### config.mk
export PLATFORM = sky130hd
export DESIGN_NAME = cam_pix_capture
export DESIGN_NICKNAME = d
export VERILOG_FILES = /design/src/rtl/cam_pix_capture_pkg.sv /design/src/rtl/cam_pix_capture_pix_pack.sv /design/src/rtl/cam_pix_capture.sv
export SDC_FILE = /design/constraint.sdc
export NUM_CORES = 1
export LEC_CHECK = 0
export CORE_MARGIN = 2
export CORE_UTILIZATION = 59
export DETAILED_ROUTE_END_ITERATION = 8
export GPL_ROUTABILITY_DRIVEN = 0
export HOLD_SLACK_MARGIN = 0.02
export PLACE_DENSITY = 0.91
export RECOVER_POWER = 50
export SKIP_CTS_REPAIR_TIMING = 1
export SLEW_MARGIN = 10
export SYNTH_ARGS = -nofsm -noshare
export SYNTH_HDL_FRONTEND = slang
export SYNTH_HIERARCHICAL = 1
export SYNTH_SLANG_ARGS = --single-unit
### constraint.sdc
create_clock -name i_pclk -period 4.3 [get_ports i_pclk]
set_input_delay 0.43 -clock i_pclk [delete_from_list [all_inputs] [get_ports i_pclk]]
set_output_delay 0.43 -clock i_pclk [all_outputs]
set_load 0.01 [all_outputs]
### src/rtl/cam_pix_capture_pkg.sv
// Shared encodings for the camera pixel capture block.
package cam_pix_capture_pkg;

  localparam int unsigned BYTE_W = 8;
  localparam int unsigned PACK_W = 16;

  typedef enum logic [1:0] {
    MODE_RGB444 = 2'd0,
    MODE_RGB565 = 2'd1,
    MODE_YUV_Y  = 2'd2,
    MODE_RAW8   = 2'd3
  } mode_e;

  typedef enum logic [1:0] {
    ST_IDLE   = 2'd0,
    ST_SYNC   = 2'd1,
    ST_ACTIVE = 2'd2
  } state_e;

endpackage

### src/rtl/cam_pix_capture_pix_pack.sv
// Assembles camera bytes into pixel words according to the frame's pixel format.
module pix_pack
  import cam_pix_capture_pkg::*;
(
  input  logic              i_clk,
  input  logic              i_rst,
  input  logic              i_valid,
  input  logic              i_phase,
  input  mode_e             i_mode,
  input  logic [BYTE_W-1:0] i_byte,
  output logic              o_done_c,
  output logic [PACK_W-1:0] o_pix_c
);

  logic [BYTE_W-1:0] b0_q;
  logic [BYTE_W-1:0] b0_d;

  // Hold the first byte of a pair; the second byte completes the pixel.
  always_comb begin
    b0_d     = b0_q;
    o_done_c = 1'b0;
    o_pix_c  = '0;
    if (i_mode == MODE_RAW8) begin
      o_done_c = i_valid;
      o_pix_c  = PACK_W'(i_byte);
    end else begin
      if (i_valid && !i_phase) begin
        b0_d = i_byte;
      end
      o_done_c = i_valid && i_phase;
      case (i_mode)
        MODE_RGB444: o_pix_c = {4'b0000, b0_q[3:0], i_byte};
        MODE_RGB565: o_pix_c = {b0_q, i_byte};
        default:     o_pix_c = PACK_W'(b0_q);
      endcase
    end
  end

  // First-byte holding register.
  always_ff @(posedge i_clk) begin
    if (i_rst) begin
      b0_q <= '0;
    end else begin
      b0_q <= b0_d;
    end
  end

endmodule

### src/rtl/cam_pix_capture.sv
// Camera pixel capture: frame sync FSM, line/column tracking and frame-buffer addressing.
module cam_pix_capture
  import cam_pix_capture_pkg::*;
#(
  parameter int unsigned IMG_W  = 640,
  parameter int unsigned IMG_H  = 480,
  parameter int unsigned ADDR_W = 19,
  parameter int unsigned PIX_W  = 16
) (
  input  logic              i_pclk,
  input  logic              i_rst,
  input  logic              i_cam_done,
  input  logic              i_vsync,
  input  logic              i_href,
  input  logic [7:0]        i_D,
  input  logic [1:0]        i_mode,
  input  logic              i_decim,
  output logic              o_wren,
  output logic [ADDR_W-1:0] o_pix_addr,
  output logic [PIX_W-1:0]  o_pix_data,
  output logic              o_frame_done,
  output logic [15:0]       o_frame_cnt,
  output logic              o_line_err
);

  localparam int unsigned XW    = 16;
  localparam int unsigned CNT_W = 16;
  localparam logic [ADDR_W:0] FULL_LIM = (ADDR_W+1)'(IMG_W * IMG_H);
  localparam logic [ADDR_W:0] DEC_LIM  = (ADDR_W+1)'((IMG_W / 2) * (IMG_H / 2));
  localparam logic [XW-1:0]   X_LINE   = XW'(IMG_W);
  localparam logic [XW-1:0]   X_MAX    = '1;

  state_e              state_q, state_d;
  logic                vsync_q, vsync_d;
  logic                href_q, href_d;
  mode_e               mode_q, mode_d;
  logic                decim_q, decim_d;
  logic                phase_q, phase_d;
  logic [XW-1:0]       x_q, x_d;
  logic                y_q, y_d;            // only line parity is needed
  logic [ADDR_W-1:0]   addr_q, addr_d;
  logic                err_q, err_d;
  logic                wren_q, wren_d;
  logic [ADDR_W-1:0]   pix_addr_q, pix_addr_d;
  logic [PIX_W-1:0]    pix_data_q, pix_data_d;
  logic                frame_done_q, frame_done_d;
  logic [CNT_W-1:0]    frame_cnt_q, frame_cnt_d;
  logic                line_err_q, line_err_d;

  logic                vsync_fall_c, vsync_rise_c, href_rise_c, href_fall_c;
  logic                pack_valid_c, phase_eff_c, pix_done_c, write_ok_c;
  logic [PACK_W-1:0]   pix_c;
  logic [ADDR_W:0]     lim_c;

  assign vsync_fall_c = vsync_q & ~i_vsync;
  assign vsync_rise_c = ~vsync_q & i_vsync;
  assign href_rise_c  = ~href_q & i_href;
  assign href_fall_c  = href_q & ~i_href;
  assign phase_eff_c  = href_rise_c ? 1'b0 : phase_q;
  assign pack_valid_c = (state_q == ST_ACTIVE) && i_cam_done && !vsync_rise_c && i_href;
  assign lim_c        = decim_q ? DEC_LIM : FULL_LIM;
  assign write_ok_c   = (!decim_q || (!x_q[0] && !y_q)) && ({1'b0, addr_q} < lim_c);

  pix_pack u_pix_pack (
    .i_clk   (i_pclk),
    .i_rst   (i_rst),
    .i_valid (pack_valid_c),
    .i_phase (phase_eff_c),
    .i_mode  (mode_q),
    .i_byte  (i_D),
    .o_done_c(pix_done_c),
    .o_pix_c (pix_c)
  );

  // Next-state: frame sync, byte phase, counters and write port.
  always_comb begin
    state_d      = state_q;
    vsync_d      = i_vsync;
    href_d       = i_href;
    mode_d       = mode_q;
    decim_d      = decim_q;
    phase_d      = phase_q;
    x_d          = x_q;
    y_d          = y_q;
    addr_d       = addr_q;
    err_d        = err_q;
    wren_d       = 1'b0;
    pix_addr_d   = pix_addr_q;
    pix_data_d   = pix_data_q;
    frame_done_d = 1'b0;
    frame_cnt_d  = frame_cnt_q;
    line_err_d   = line_err_q;
    case (state_q)
      ST_IDLE: begin
        if (i_cam_done) state_d = ST_SYNC;
      end
      ST_SYNC: begin
        if (!i_cam_done) begin
          state_d = ST_IDLE;
        end else if (vsync_fall_c) begin
          state_d = ST_ACTIVE;
          mode_d  = mode_e'(i_mode);
          decim_d = i_decim;
          addr_d  = '0;
          x_d     = '0;
          y_d     = 1'b0;
          err_d   = 1'b0;
          phase_d = 1'b0;
        end
      end
      ST_ACTIVE: begin
        if (!i_cam_done) begin
          state_d = ST_IDLE;
        end else if (vsync_rise_c) begin
          state_d      = ST_SYNC;
          frame_done_d = 1'b1;
          frame_cnt_d  = frame_cnt_q + CNT_W'(1);
          line_err_d   = err_q;
        end else if (i_href) begin
          phase_d = (mode_q == MODE_RAW8) ? 1'b0 : ~phase_eff_c;
          if (pix_done_c) begin
            if (x_q != X_MAX) x_d = x_q + XW'(1);
            if (write_ok_c) begin
              wren_d     = 1'b1;
              pix_addr_d = addr_q;
              pix_data_d = PIX_W'(pix_c);
              addr_d     = addr_q + ADDR_W'(1);
            end
          end
        end else if (href_fall_c) begin
          y_d     = ~y_q;
          if (x_q != X_LINE) err_d = 1'b1;
          x_d     = '0;
          phase_d = 1'b0;
        end
      end
      default: state_d = ST_IDLE;
    endcase
  end

  // State and output registers.
  always_ff @(posedge i_pclk) begin
    if (i_rst) begin
      state_q      <= ST_IDLE;
      vsync_q      <= 1'b0;
      href_q       <= 1'b0;
      mode_q       <= MODE_RGB444;
      decim_q      <= 1'b0;
      phase_q      <= 1'b0;
      x_q          <= '0;
      y_q          <= 1'b0;
      addr_q       <= '0;
      err_q        <= 1'b0;
      wren_q       <= 1'b0;
      pix_addr_q   <= '0;
      pix_data_q   <= '0;
      frame_done_q <= 1'b0;
      frame_cnt_q  <= '0;
      line_err_q   <= 1'b0;
    end else begin
      state_q      <= state_d;
      vsync_q      <= vsync_d;
      href_q       <= href_d;
      mode_q       <= mode_d;
      decim_q      <= decim_d;
      phase_q      <= phase_d;
      x_q          <= x_d;
      y_q          <= y_d;
      addr_q       <= addr_d;
      err_q        <= err_d;
      wren_q       <= wren_d;
      pix_addr_q   <= pix_addr_d;
      pix_data_q   <= pix_data_d;
      frame_done_q <= frame_done_d;
      frame_cnt_q  <= frame_cnt_d;
      line_err_q   <= line_err_d;
    end
  end

  assign o_wren       = wren_q;
  assign o_pix_addr   = pix_addr_q;
  assign o_pix_data   = pix_data_q;
  assign o_frame_done = frame_done_q;
  assign o_frame_cnt  = frame_cnt_q;
  assign o_line_err   = line_err_q;

endmodule

**Word level (Yosys, flattened, before mapping)**

Cells that the tools add are included.

- Input port bits: 16
- Register bits after elaboration: 107
- Word-level logic and storage cells: 135
- Output and inout bits: 54

- Mux-type cells: 49
- Reductions and logical operators: 28
- $add $sub $neg: 3
- Equal/unequal tests: 22
- Magnitude comparators: 1
- Bitwise gates (word level): 15

Operator list:

| operator | number |
|---|---|
| two-way mux 19 bit | 8 |
| two-way mux 16 bit | 9 |
| case mux 16 bit (2 select lines) | 2 |
| case mux 19 bit (2 select lines) | 1 |
| adder 16 x 1 -> 16 bit, second input constant | 2 |
| AND reduction 8 bit | 3 |
| two-way mux 1 bit | 20 |
| inequality test 2 bit, second input constant | 10 |
| adder 19 x 1 -> 19 bit, second input constant | 1 |
| < comparator 19 bit | 1 |
| inequality test 16 x 10 -> 1 bit, second input constant | 1 |
| inequality test 16 bit, second input constant | 1 |
| inequality test 3 bit, second input constant | 4 |
| AND reduction 6 bit | 2 |
| NOT 1 bit | 11 |
| two-way mux 2 bit | 5 |
| AND reduction 3 bit | 3 |
| logical AND 1 bit | 7 |
| AND reduction 7 bit | 1 |
| case mux 1 bit (2 select lines) | 3 |
| case mux 2 bit (3 select lines) | 1 |
| OR reduction 6 bit | 1 |
| logical NOT 1 bit | 5 |
| bitwise AND 1 bit | 4 |
| 9 further kinds | 12 |

**Logic depth before layout (Yosys ltp)**

Gate-level depths: netlist (run 1).

- Depth after elaboration: 12
- Mapped depth: 16
- Depth with buffers taken out: 10

**Hierarchy**

Netlist (run 1), hierarchy kept.

By module, submodules not included:

| module | area an instance (um2) | cells each | sequential area each (um2) | instances |
|---|---|---|---|---|
| cam_pix_capture | 4419.2 | 558 | 1981.9 | 1 |
| pix_pack | 609.3 | 57 | 160.2 | 1 |

**Worst setup path after synthesis (run 1)**

No wires, ideal clock.

- Kind: flip-flop to flip-flop
- From: register state_q[0]
- To: register pix_addr_q[0], in the netlist o_pix_addr[0]
- Buffers on the path: 5
- Cell stages (with the launch flop): 16
- Data arrival time: 2.680 ns
- Slack: 1.488 ns
- Required time: 4.168 ns
- Period minus slack after synthesis: 2.812 ns
- Setup time: 0.132 ns
- Path through: dfxtp_1 nand2b_1 clkbuf_1 nor2_1 and3_1 clkbuf_1 and2b_2 nor2b_1 nand4_1 a221o_1 or2_1 buf_2 buf_2 buf_2 nand2_1 a21oi_1

- Word-level cells in the longest chain between the ends: 7

Ends and longest elaborated chain:

| what | RTL line | text |
|---|---|---|
| start: declaration | cam_pix_capture.sv:33 | `state_e state_q, state_d;` |
| start signal: assignment | cam_pix_capture.sv:161 | `state_q <= state_d;` |
| equality test 2 bit * | cam_pix_capture.sv:60 | `assign pack_valid_c = (state_q == ST_ACTIVE) && i_cam_done && !vsync_rise_c && i_href;` |
| logical AND 1 bit * (3 in series) | cam_pix_capture.sv:60 |  |
| net pack_valid_c | cam_pix_capture.sv:51 | `logic pack_valid_c, phase_eff_c, pix_done_c, write_ok_c;` |
| logical AND 1 bit | cam_pix_capture_pix_pack.sv:30 | `o_done_c = i_valid && i_phase;` |
| two-way mux 1 bit * | cam_pix_capture_pix_pack.sv:23 | `if (i_mode == MODE_RAW8) begin` |
| net pix_done_c | cam_pix_capture.sv:51 |  |
| AND reduction 6 bit (no source line) * | n/a |  |
| end signal: assignment | cam_pix_capture.sv:172 | `pix_addr_q <= pix_addr_d;` |
| end: declaration | cam_pix_capture.sv:44 | `logic [ADDR_W-1:0] pix_addr_q, pix_addr_d;` |

The timed path passes the listed nets; every way through them passes the cells marked *.
A chain may end at the register's enable or synchronous reset.

**Worst setup path after layout (run 1)**

- From: register state_q[1]
- To: register addr_q[3]

- Word-level cells in the longest chain between the ends: 8
- Elaborated cells on any way between the ends: 17
- Those cells by class: eq/ne: 9; mux: 2; reduce/logical: 6

Ends and longest elaborated chain:

| what | RTL line | text |
|---|---|---|
| equality test 2 bit * | cam_pix_capture.sv:60 |  |
| logical AND 1 bit * (3 in series) | cam_pix_capture.sv:60 |  |
| net pack_valid_c | cam_pix_capture.sv:51 |  |
| logical AND 1 bit | cam_pix_capture_pix_pack.sv:30 |  |
| two-way mux 1 bit * | cam_pix_capture_pix_pack.sv:23 |  |
| net pix_done_c | cam_pix_capture.sv:51 |  |
| inequality test 2 bit (no source line) * | n/a |  |
| AND reduction 8 bit (no source line) * | n/a |  |
| end signal: assignment | cam_pix_capture.sv:169 | `addr_q <= addr_d;` |
| end: declaration | cam_pix_capture.sv:41 | `logic [ADDR_W-1:0] addr_q, addr_d;` |

Marks and branches as above.

==> results of run 1 <==
==> logic make-up after synthesis <==
family	count (synthesis)
AOI/OAI and AO/OA	119
xor gates and xnor gates	19
adders and majority gates	9
buffers and inverters	44
DFF	107
muxes	10
and+or+nand+nor	307
==> layer usage <==
layer | up-vias | track usage | share of wire
met5 | - | 0 | 0
met4 | 0 | 0.0798 | 0.021
met3 | 24 | 0.0517 | 0.055
met2 | 148 | 0.447 | 0.51
met1 | 2182 | 0.311 | 0.42
li1 | 2233 | - | -
==> registers in the layout, summed over array words and instances, names as in the netlist, 2 cells and up <==
name and cells:
o_pix_addr 19, u_pix_pack/b0_q 8, state_q 2, o_pix_data 16
o_frame_cnt 16, mode_q 2, addr_q 19, x_q 16
==> critical path, stage by stage, from the launching register on <==
cell,delay (ps)
dfxtp_1,560
nand2b_1,360
nor2_1,300
and3_1,420
and2b_2,220
nor2b_1,120
nand4_1,100
a221o_1,440
or2_1,500
or3_1,440
a31oi_1,220
==> cell type report <==
| type | count | area share |
|---|---|---|
| Clock buffer | 10 | 0.0218 |
| Clock inverter | 6 | 0.0111 |
| Inverter | 8 | 0.00512 |
| Multi-Input combinational cell | 464 | 0.452 |
| Sequential cell | 107 | 0.366 |
| Tap cell | 105 | 0.0224 |
| Timing Repair Buffer | 73 | 0.122 |
==> layout by cell type, fill, tap and decap left out, types with 2 or more instances in the layout <==
| cell type | instances |
|---|---|
| mux2_4 | 8 |
| nor4b_1 | 3 |
| nor2b_1 | 5 |
| nand3_1 | 32 |
| o21ai_0 | 28 |
| nand4_1 | 14 |
| or4_1 | 2 |
| or3_1 | 24 |
| and2b_2 | 6 |
| nor2_1 | 48 |
| and4_1 | 4 |
| ha_1 | 9 |
| or2_2 | 2 |
| buf_4 | 3 |
| nor3_1 | 16 |
| nand2_1 | 104 |
| and3_1 | 7 |
| and2_1 | 7 |
| clkbuf_1 | 2 |
| and2b_1 | 2 |
| clkinv_2 | 2 |
| o21a_1 | 3 |
| clkbuf_8 | 9 |
| a31oi_1 | 8 |
| xnor2_1 | 4 |
| clkdlybuf4s50_1 | 14 |
| dfxtp_1 | 107 |
| a311oi_1 | 4 |
| nand2b_1 | 14 |
| xor2_1 | 15 |
| nand4b_1 | 8 |
| inv_1 | 8 |
| dlygate4sd3_1 | 54 |
| nor4_1 | 2 |
| a21oi_1 | 64 |
| mux2i_1 | 2 |
==> per-stage QoR <==
step / instances / hold slack (ps) / cell area [um2]
6_report: 773 / 424 / 5860
3_5_place_dp: 757 / 448 / 5700
3_3_place_gp: 757 / 443 / 5700
2_1_floorplan: 615 / 432 / 5030
5_1_grt: 773 / 402 / 5860
4_1_cts: 773 / 407 / 5890
==> final timing paths <==
path,slack (ps),from,end
max,480,state_q[1]$_SDFFE_PP0P_,addr_q[3]$_SDFFE_PP0P_
min,420,i_rst,addr_q[7]$_SDFFE_PP0P_
max reg2reg,480,state_q[1]$_SDFFE_PP0P_,addr_q[3]$_SDFFE_PP0P_
min reg2reg,460,o_pix_addr[5]$_SDFFE_PP0P_,o_pix_addr[5]$_SDFFE_PP0P_
==> power by group through the flow <==
stage               logic [W]  registers [W]  clock network (W)
floorplan           0.0000499        0.00102                  0
CTS                 0.0000758       0.000999           0.000617
finish              0.0000769       0.000999           0.000608
global placement    0.0000726        0.00102                  0
detailed placement  0.0000753        0.00102                  0
global route        0.0000830        0.00100           0.000649
==> summary.md, run 1 <==
| Metric | Value |
|---|---|
| Multi-input logic area | 2650 um2 |
| Layout cell share with drive strength beyond 1 | 0.0614 |
| Storage cell area | 2140 um2 |
| Number of flops mapped to enable cells by yosys | 0 |
| Crit path kind | flop to flop |
| Die height | 96.3 um |
| Synth async-reset ratio | 0 |
| HP Class | input pin to flop |
| CP arrival | 4050 ps |
| IO Pins | 70 |
| DRT antenna net count | 0 |
| PortBufs | 69 |
| Failing checks | max-capacitance violations, max-slew violations |
| Comb pwr share | 0.046 |
| Seq cells post-synth | 107 |
| Tot Pwr | 0.00168 W |
| Hold path cells | 3 |
| Full die area | 9280 um2 |
| Latest clock arrival within the worst-skew pair | 370 ps |
| Slew @ Worst Pin | 3840 ps |
| WL per Instance | 14.8 um |
| Final setup margin | 481 ps |
| Row cnt | 33 |
| Max Slew Vio Count | 100 |
| Total GRT Usage | 0.254 |
| Ys Warns | 6 |
| CTS tree | yes |
| Ant diodes | 0 |
| Clk pwr share | 0.361 |
| CTS clk-pin slew, worst paths | 100 ps |
| Synth Area in Simple Gates | 0.307 |
| Mux cell area share after synthesis | 0.0279 |
| R2r worst-path depth | 10 |
| VDD IR-drop max | 0.224 mV |
| Most frequent cell after synthesis | dfxtp_1 |
| Fmax | 262 MHz |
| Final Hold Violating Endpoints | 0 |
| Setup TNS | 0 ps |
| Global route total overflow | 0 |
| Final setup fails | 0 |
| Yosys top cell by area | dfxtp_1 |
| Crit end category | flop |
| Buffer depth of the longest clock path | 2 |
| Max cap viols | 1 |
| Vias per cell | 5.93 |
| Seq/Total Area, Yosys | 0.426 |
| Clk sinks | 107 |
| Status | complete, but fails checks |
| Core ar. | 8260 um2 |
| Die X | 96.3 um |
| Num CTS Buffers | 9 |
| Initial antenna violation count | 0 |
| Largest net degree at the start of global routing | 100 |
| Mean post-synth cell area | 8.18 um2 |
| Worst Path Required | 4530 ps |
| CP Max Fanout | 19 |
| Final net count | 688 |
| DR vias | 4587 |
| Static Leak | 2.13 nW |
| Clock skew | 7.37 ps |
| Crit path time final | 3820 ps |
| Number of global-route vias before repair | 4147 |
| Dominant cells by area after synthesis | dfxtp_1 43%, nand2_1 7.8%, a21oi_1 6.4% |
| Hpwl dp | 8.03 mm |
| Post-synth top area share | 0.426 |
| Ys flop type | dfxtp_1 |
| CP Launch Type | flop |
| Post-synthesis cell count | 615 |
| TritonRoute pass-1 iters | 6 |
| Compound-Gate Fraction of Synth Area | 0.142 |
| Sequential power share | 0.593 |
| Post-Synth XOR/XNOR Area | 0.0331 |
| Clock tree root buffer cell | clkbuf_8 |
| DRC viols | 0 |
| Pint | 0.00130 W |
| Max-slew headroom | -1.56 |
| Post-Syn Area | 5030 um2 |
| Psw | 0.000385 W |
| Distinct cells, synth | 52 |
| Post-synth top cells | 107 x dfxtp_1, 104 x nand2_1, 64 x a21oi_1, 49 x nor2_1, 32 x nand3_1 |
| Tcrit/Tclk final | 0.888 |
| Drt first-iter violations | 337 |
| Net Sw Frac | 0.229 |
| Number of H-tree levels | 3 |
| RSZ-0062 raised after global routing | no |
| Largest family of logic cells by synthesized area | simple AND/OR/NAND/NOR gates |
| Dpl ws | 523 ps |
| Util after Layout | 0.710 |
| Starting Density | 0.609 |
| Syn nets | 640 |
| Synth-to-layout area growth | 16.5% |
| Power per cell area | 287 nW/um2 |
| First-pass GRT wire length | 18.8 mm |
| Adder-Cell Fraction of Synth Area | 0.0224 |
| Filler instances | 669 |
| Routed wire length | 11.5 mm |
(Power assumes the default switching activity.)
==> run 2, diff against run 1 <==
--- a/config.mk
+++ b/config.mk
@@ -6,11 +6,11 @@
 export NUM_CORES = 1
 export LEC_CHECK = 0
 export CORE_MARGIN = 2
-export CORE_UTILIZATION = 59
+export CORE_UTILIZATION = 40
 export DETAILED_ROUTE_END_ITERATION = 8
 export GPL_ROUTABILITY_DRIVEN = 0
 export HOLD_SLACK_MARGIN = 0.02
-export PLACE_DENSITY = 0.91
+export PLACE_DENSITY = 0.67
 export RECOVER_POWER = 50
 export SKIP_CTS_REPAIR_TIMING = 1
 export SLEW_MARGIN = 10
==> summary.md, run 2 (synthesized netlist as in run 1, its figures left out) <==
| Metric | Value |
|---|---|
| Failing checks | max-capacitance violations, max-slew violations |
| Layout cell share with drive strength beyond 1 | 0.0598 (-0.00159) |
| CTS clk-pin slew, worst paths | 70 ps (-30 ps) |
| RR Startpoint | state_q[1]$_SDFFE_PP0P_ |
| WHS Endpoint | o_pix_addr[18]$_SDFFE_PP0P_ |
| First-pass GRT wire length | 18.9 mm (+0.52%) |
| DR vias | 4454 (-2.9%) |
| IO Pins | 70 (unchanged) |
| RR Endpoint | o_pix_data[2]$_SDFFE_PP0P_ |
| Crit path kind | input pin to flop |
| Slew @ Worst Pin | 2440 ps (-1400 ps) |
| Commonest non-fill, non-tap cell in the layout | dfxtp_1 |
| Final Hold Violating Endpoints | 0 (unchanged) |
| HP Class | flop to flop |
| Full die area | 13500 um2 (+45%) |
| Largest net degree at the start of global routing | 58 (-42%) |
| Max-slew headroom | -0.629 (+0.932) |
| Ant diodes | 0 (unchanged) |
| Global route total overflow | 0 (unchanged) |
| Filler instances | 1176 (+76%) |
| Setup TNS | 0 ps (unchanged) |
| Crit end category | flop |
| Drt first-iter violations | 242 (-28%) |
| Worst hold path startpoint | o_pix_addr[18]$_SDFFE_PP0P_ |
| CP Max Fanout | 57 (+38) |
| CP arrival | 3830 ps (-220 ps) |
| R2r worst-path depth | 11 (+1) |
| Vias per cell | 5.32 (-10%) |
| Clock tree root buffer cell | clkbuf_16 |
| Fmax | 278 MHz (+6.1%) |
| Clock skew | 9.69 ps (+2.32 ps) |
| Static Leak | 2.17 nW (+1.9%) |
| Core ar. | 12200 um2 (+47%) |
| CTS tree | yes |
| Max cap viols | 2 (+1) |
| DRT antenna net count | 0 (unchanged) |
| Most frequent cells in the layout | 107 x dfxtp_1, 104 x nand2_1, 64 x a21oi_1 |
| Final net count | 690 (+0.29%) |
| Status | complete, but fails checks |
| Crit path time final | 3600 ps (-218 ps) |
| Cell Count Post-Placement | 822 (+8.6%) |
| Clk sinks | 107 (unchanged) |
| Die X | 116 um (+21%) |
| Number of H-tree levels | 3 (unchanged) |
| Synth-to-layout area growth | 19.8% |
| Number of global-route vias before repair | 3975 (-4.1%) |
| Routed wire length | 11.4 mm (-0.28%) |
| RSZ-0062 raised after global routing | no |
| Num CTS Buffers | 9 (unchanged) |
| Total GRT Usage | 0.174 (-0.0799) |
| Util after Layout | 0.495 (-0.214) |
| Tcrit/Tclk final | 0.837 (-0.0508) |
| Final setup fails | 0 (unchanged) |
| Buffer depth of the longest clock path | 2 (unchanged) |
| Latest clock arrival within the worst-skew pair | 350 ps (-20 ps) |
| PortBufs | 69 (unchanged) |
| R2r setup slk | 890 ps (+410 ps) |
| VDD IR-drop max | 0.146 mV (-35%) |
| WL per Instance | 13.7 um (-7.9%) |
| CP Launch Type | input pin |
| TritonRoute pass-1 iters | 4 (-2) |
| DRC viols | 0 (unchanged) |
| Row cnt | 40 (+21%) |
| Die height | 116 um (+21%) |
| Dpl ws | 544 ps (+21.2 ps) |
| Hold path cells | 2 (-1) |
| Power per cell area | 303 nW/um2 (+5.4%) |
| Initial antenna violation count | 0 (unchanged) |
| Cell Count, Final, Fillers Out | 837 (+8.3%) |
| Hpwl dp | 8.00 mm (-0.38%) |
| Starting Density | 0.413 (-0.195) |
| Max Slew Vio Count | 103 (+3.0%) |
| Final setup margin | 700 ps (+218 ps) |
| Worst Path Required | 4520 ps (about the same) |
-- run 2: changes by cell type in the layout (fill, tap and decap cells not counted), sizes merged --
| cell | delta |
|---|---|
| clkbuf | +4 |
| bufinv | -1 |
| dlygate4sd3 | +2 |
| clkdlybuf4s50 | -2 |
| inv | -1 |
| clkinvlp | -1 |
-- run 2: worst max-delay path by stage --
stage / depth (start not counted) / end / from / slack, ps
after global placement: 12 / o_pix_data[12]$_SDFFE_PP0P_ / i_href / 650
final: 4 / u_pix_pack/b0_q[0]$_SDFFE_PP0P_ / i_rst / 700
after CTS: 11 / addr_q[3]$_SDFFE_PP0P_ / i_href / 890
after global routing: 4 / u_pix_pack/b0_q[3]$_SDFFE_PP0P_ / i_rst / 330
after floorplan: 15 / o_pix_addr[0]$_SDFFE_PP0P_ / state_q[0]$_SDFFE_PP0P_ / 1490
after detailed placement: 11 / addr_q[3]$_SDFFE_PP0P_ / i_href / 540
-- run 2: final cells by class --
cell class | instances | area, um2 | area share
Timing Repair Buffer | 75 | 722 | 0.120
Tap cell | 168 | 210 | 0.0349
Clock inverter | 3 | 15.0 | 0.00249
Sequential cell | 107 | 2140 | 0.356
Clock buffer | 12 | 246 | 0.0409
Multi-Input combinational cell | 464 | 2660 | 0.441
Inverter | 8 | 30.0 | 0.00499
-- run 2: routing by layer --
| metal | share of wire | wire length (um) | vias to the layer above | global-route usage |
|---|---|---|---|---|
| met5 | 0 | 0 | - | 0 |
| met4 | 0.013 | 154 | 0 | 0.0635 |
| met3 | 0.043 | 497 | 15 | 0.0462 |
| met2 | 0.47 | 5370 | 93 | 0.271 |
| met1 | 0.47 | 5410 | 2103 | 0.234 |
| li1 | - | - | 2243 | - |
-- run 2: stage by stage --
step                      hold slack [ps]  power [W]  area, um2
after floorplan                       432    0.00107       5030
after global routing                  476    0.00190       6020
after global placement                445    0.00110       5790
after detailed placement              446    0.00110       5790
final                                 450    0.00182       6020
after CTS                             455    0.00185       6060
-- run 2: report_power, final --
part | internal [W] | leakage, nW | switching [W]
registers | 0.000994 | 0.863 | 0.00000554
clock network | 0.000403 | 0.132 | 0.000347
logic | 0.0000326 | 1.18 | 0.0000422
total | 0.00143 | 2.17 | 0.000395
-- run 2: critical path, stage by stage --
cell	delay, ps
clkbuf_1	1180
clkbuf_1	1830
nand4b_1	270
o21ai_0	90
